==> src/rtl/fredkin_pkg.sv <==
// rtl/fredkin_pkg.sv - shared constants for the Fredkin counter slice
package fredkin_pkg;

   localparam int WIDTH_MIN = 2;
   localparam int WIDTH_MAX = 16;

   // Tie-off values for gate inputs held at a fixed level
   localparam logic CONST0 = 1'b0;
   localparam logic CONST1 = 1'b1;

endpackage

==> src/rtl/fredkin.sv <==
// rtl/fredkin.sv - Fredkin controlled-swap primitive: p=a, q=a'b+ac, r=a'c+ab
module fredkin (
   input  logic a,
   input  logic b,
   input  logic c,
   output logic p,
   output logic q,
   output logic r
);

   assign p = a;
   assign q = (~a & b) | (a & c);
   assign r = (~a & c) | (a & b);

endmodule

==> src/rtl/fredkin_dff.sv <==
// rtl/fredkin_dff.sv - single-bit rising-edge register, sync active-high reset, qb via Fredkin NOT
module fredkin_dff
   import fredkin_pkg::*;
(
   input  logic clk,
   input  logic rst,
   input  logic d,
   output logic q,
   output logic qb
);

   logic q_r;
   logic not_unused_p;
   logic not_unused_q;

   always_ff @(posedge clk) begin
      if (rst) begin
         q_r <= 1'b0;
      end else begin
         q_r <= d;
      end
   end

   assign q = q_r;

   fredkin u_not (
      .a (q_r),
      .b (CONST0),
      .c (CONST1),
      .p (not_unused_p),
      .q (not_unused_q),
      .r (qb)
   );

endmodule

==> src/rtl/fredkin_updown_counter.sv <==
// rtl/fredkin_updown_counter.sv - up/down counter with parallel load, next-state logic built from Fredkin gates
module fredkin_updown_counter
   import fredkin_pkg::*;
#(
   parameter int WIDTH = 4
) (
   input  logic             clk,
   input  logic             rst,
   input  logic             en,
   input  logic             load,
   input  logic             up,
   input  logic [WIDTH-1:0] d,
   output logic [WIDTH-1:0] q,
   output logic [WIDTH-1:0] qb,
   output logic             tc
);

   if ((WIDTH < WIDTH_MIN) || (WIDTH > WIDTH_MAX)) begin : g_width_check
      $error("fredkin_updown_counter: WIDTH out of range");
   end

   // The toggle chain starts at en, so the final AND output is exactly the terminal count.
   for (genvar i = 0; i < WIDTH; i++) begin : g_bit
      logic t_in;
      logic t_out;
      logic chain_in;
      logic cnt_next;
      logic d_next;
      logic dir_unused_p, dir_unused_r;
      logic and_unused_p, and_unused_q;
      logic xor_unused_p, xor_unused_r;
      logic ld_unused_p,  ld_unused_r;

      if (i == 0) begin : g_first
         assign t_in = en;
      end else begin : g_rest
         assign t_in = g_bit[i-1].t_out;
      end

      // Counting up ripples through ones of q; counting down ripples through ones of qb.
      fredkin u_dir (
         .a (up),
         .b (qb[i]),
         .c (q[i]),
         .p (dir_unused_p),
         .q (chain_in),
         .r (dir_unused_r)
      );

      fredkin u_and (
         .a (t_in),
         .b (chain_in),
         .c (CONST0),
         .p (and_unused_p),
         .q (and_unused_q),
         .r (t_out)
      );

      // XOR(q, t): select the stored bit or its complement by the toggle.
      fredkin u_xor (
         .a (t_in),
         .b (q[i]),
         .c (qb[i]),
         .p (xor_unused_p),
         .q (cnt_next),
         .r (xor_unused_r)
      );

      fredkin u_ld (
         .a (load),
         .b (cnt_next),
         .c (d[i]),
         .p (ld_unused_p),
         .q (d_next),
         .r (ld_unused_r)
      );

      fredkin_dff u_dff (
         .clk (clk),
         .rst (rst),
         .d   (d_next),
         .q   (q[i]),
         .qb  (qb[i])
      );
   end

   assign tc = g_bit[WIDTH-1].t_out;

endmodule

==> config.mk <==
export PLATFORM = sky130hd
export DESIGN_NAME = fredkin_updown_counter
export DESIGN_NICKNAME = d
export VERILOG_FILES = /design/src/rtl/fredkin_pkg.sv /design/src/rtl/fredkin.sv /design/src/rtl/fredkin_dff.sv /design/src/rtl/fredkin_updown_counter.sv
export SDC_FILE = /design/constraint.sdc
export NUM_CORES = 1
export LEC_CHECK = 0
export ABC_AREA = 1
export BUFFER_PORTS_ARGS = -buffer_cell sky130_fd_sc_hd__buf_4
export CORE_AREA = 2 2 39 41
export DETAILED_ROUTE_END_ITERATION = 7
export DIE_AREA = 0 0 41 43
export PLACE_DENSITY = 0.69
export SYNTH_ARGS = -nofsm -noshare
export SYNTH_HDL_FRONTEND = slang
export SYNTH_SLANG_ARGS = --single-unit
export TNS_END_PERCENT = 5
==> constraint.sdc <==
create_clock -name clk -period 1 [get_ports clk]
set_input_delay 0.2 -clock clk [delete_from_list [all_inputs] [get_ports clk]]
set_output_delay 0.2 -clock clk [all_outputs]
set_load 0.01 [all_outputs]
==> results by group <==
Outcome
  • Status: finished, violations left
  • Failing checks: negative setup slack

Power and ir drop
  • Tot Pwr: 0.666 mW
  • Combinational power share: 0.419
  • PD cells: 1050 mW/mm^2
  • Sw frac: 0.301
  • Int Pwr: 0.465 mW
  • Leak: 0.334 nW
  • Max VDD drop: 0.000543 V
  • Switching power: 0.201 mW
  • Clock power frac: 0.293
  • Flop pwr share: 0.289

Clocking
  • CTS Buffer Depth: 2
  • Htree depth: 1
  • CTS Sinks: 4
  • CTS tree: built
  • Clk slew on worst S/H paths: 0.03 ns
  • Clock Latency Late Sink: 0.23 ns
  • CTS root buffer: clkbuf_4
  • Hold Buf Count CTS: 0
  • Num CTS Buffers: 3

Timing
  • Tcrit/Tclk final: 1.31
  • Fin. max-slew vios: 0
  • Unrepaired setup endpoints after global routing: yes
  • Final worst slack: -0.305 ns
  • Final setup viols: 9
  • Worst-case hold slack: 0.194 ns
  • Max_slew headroom: 0.871
  • Worst-Margin Slew: 0.194 ns
  • Clk_skew: 0.00219 ns
  • Crit path time final: 1.31 ns
  • Final Hold Viols: 0
  • Total negative slack: -0.747 ns
  • Fmax: 0.766 GHz

Logic synthesis
  • Post-synth ARST share: 0
  • Yosys Warn Count: 0
  • Post-synth EDFFs: 0
  • Seq/Total Area, Yosys: 0.201
  • Synth unique cells: 17
  • Synthesized area: 398 um^2
  • Syn_area_per_cell: 6.42 um^2
  • Syn Nets: 71
  • Mapped Cells: 62
  • Synth Register Bits: 4
  • Dominant synthesized flop cell: dfxtp_1

Setup path
  • R2R depth: 9
  • Reg-to-reg critical path endpoint: g_bit[3].u_dff.q
  • Arrival time of the worst setup path: 1.11 ns
  • Crit. End Element: output pin
  • Startpoint Class: register
  • Reg2Reg Launch Point: g_bit[0].u_dff.q
  • R2R Setup Slk: -0.19 ns
  • Crit Path Class: reg -> out
  • CP Data Required Time: 0.80 ns
  • Critical path fanouts, max: 4

Hold path
  • WHS Path Cells: 3
  • HP Class: in -> reg
  • HP Start: load
  • Hold Path Sink: g_bit[0].u_dff.q

Drt
  • DRC Markers: 0
  • Antenna-violating nets left: 0
  • DR vias/cell: 4.06
  • DRT iter0 DRCs: 0
  • WL per Instance: 8.92 um
  • Post-Route WL: 883 um
  • Vias: 402
  • DR pass1 iterations: 1

Floorplanning
  • Row cnt: 14
  • DIE HEIGHT: 43 um
  • CORE AREA: 0.00138 mm^2
  • # IOs: 18
  • Chip Width: 41 um
  • Die ar.: 0.00176 mm^2
  • Starting density of the core: 0.288

Cells and area
  • ANT cells: 0
  • Max reg flops: 4
  • Final #Nets: 94
  • Layout area overhead: 59.7%
  • Post-route design area: 636 um^2
  • Share of layout cells above drive strength 1: 0.566
  • Fill cell count: 151

Global route
  • Vias in the first global route: 370
  • Largest net degree at the start of global routing: 9
  • Grt total ovfl: 0
  • Antenna violations before repair: 0
  • First-pass GRT wire length: 1.41 mm
  • Gr usage total: 0.123

Placement
  • GP Congestion: 0.750
  • Port bufs: 17
  • Dpl hpwl: 678 um
  • Post-Place Cell Area: 547 um^2

Run
  • Number of max-cap violations: 0
## area by class of cell
type	instances	area, um^2	area share
Tap cell	16	20.0	0.0315
Multi-Input combinational cell	39	218	0.343
Clock buffer	3	22.5	0.0354
Inverter	10	40.0	0.0630
Sequential cell	4	87.6	0.138
Timing Repair Buffer	27	248	0.390
## timing repair
item / in CTS / in global routing
setup endpoints to repair: 9 / 10
buffers inserted: 1 / 0
pin swaps: 1 / 2
hold endpoints to repair: 0 / 0
gates resized for setup: 20 / 2
## cells in the mapped netlist, types with 2 or more instances
master / n / share of area
dfxtp_1: 4 / 0.20
buf_4: 8 / 0.15
nor2_4: 2 / 0.057
nor2_1: 9 / 0.085
nand2_1: 12 / 0.11
a21oi_1: 2 / 0.025
inv_1: 9 / 0.085
nand2_4: 2 / 0.057
o21ai_0: 2 / 0.025
nand3_1: 5 / 0.063
## layer usage
metal  routed length, um  GRT usage
met5                   0          0
met4                   8      0.120
met3                  49     0.0157
met2                 452      0.178
met1                 373      0.142
## worst max path at each step
stage,start,end,slack [ns],cells past startpoint
after CTS,g_bit[0].u_dff.q,tc,-0.35,7
after floorplan,g_bit[0].u_dff.q,tc,-0.03,6
after detailed placement,g_bit[0].u_dff.q,tc,-0.11,7
after global routing,g_bit[1].u_dff.q,tc,-0.34,6
after global placement,g_bit[0].u_dff.q,tc,-0.07,6
final,g_bit[0].u_dff.q,tc,-0.31,7
## stage by stage
step | setup slack, ns | cells | util
global placement | -0.0679 | 95 | 0.395
detailed placement | -0.107 | 95 | 0.395
CTS | -0.345 | 99 | 0.456
finish | -0.305 | 99 | 0.459
global route | -0.343 | 99 | 0.459
floorplan | -0.0258 | 62 | -
## worst max-delay path, cell delays in order, from the launching register on
cell	delay [ns]
dfxtp_2	0.34
inv_4	0.05
nand2_4	0.05
nand2_4	0.05
nor2_4	0.08
nand2_2	0.06
a21oi_2	0.10
buf_4	0.13
## power by group through the flow
stage                     sequential (mW)  combinational [mW]  clock, mW
after detailed placement            0.189               0.239          0
after floorplan                     0.188               0.151          0
after global routing                0.194               0.304      0.213
after global placement              0.188               0.235          0
after CTS                           0.192               0.276      0.208
final                               0.192               0.279      0.195
## cell families (layout without fill, tap and decap cells)
family	Yosys count	in the layout	synth area share
AOI/OAI and AO/OA	6	6	0.0881
DFF	4	4	0.201
buffers and inverters	19	40	0.274
and+or+nand+nor	32	32	0.415
xor gates and xnor gates	1	1	0.0220
## placed cells by master, fill, tap and decap left out, drive strengths merged
cell type,n
xor2,1
clkbuf,3
o21bai,1
a21boi,1
nor2,11
dfxtp,4
nand2,15
a21oi,2
buf,27
inv,10
nand3,6
o21ai,2
Power figures use the tool's default switching activity.
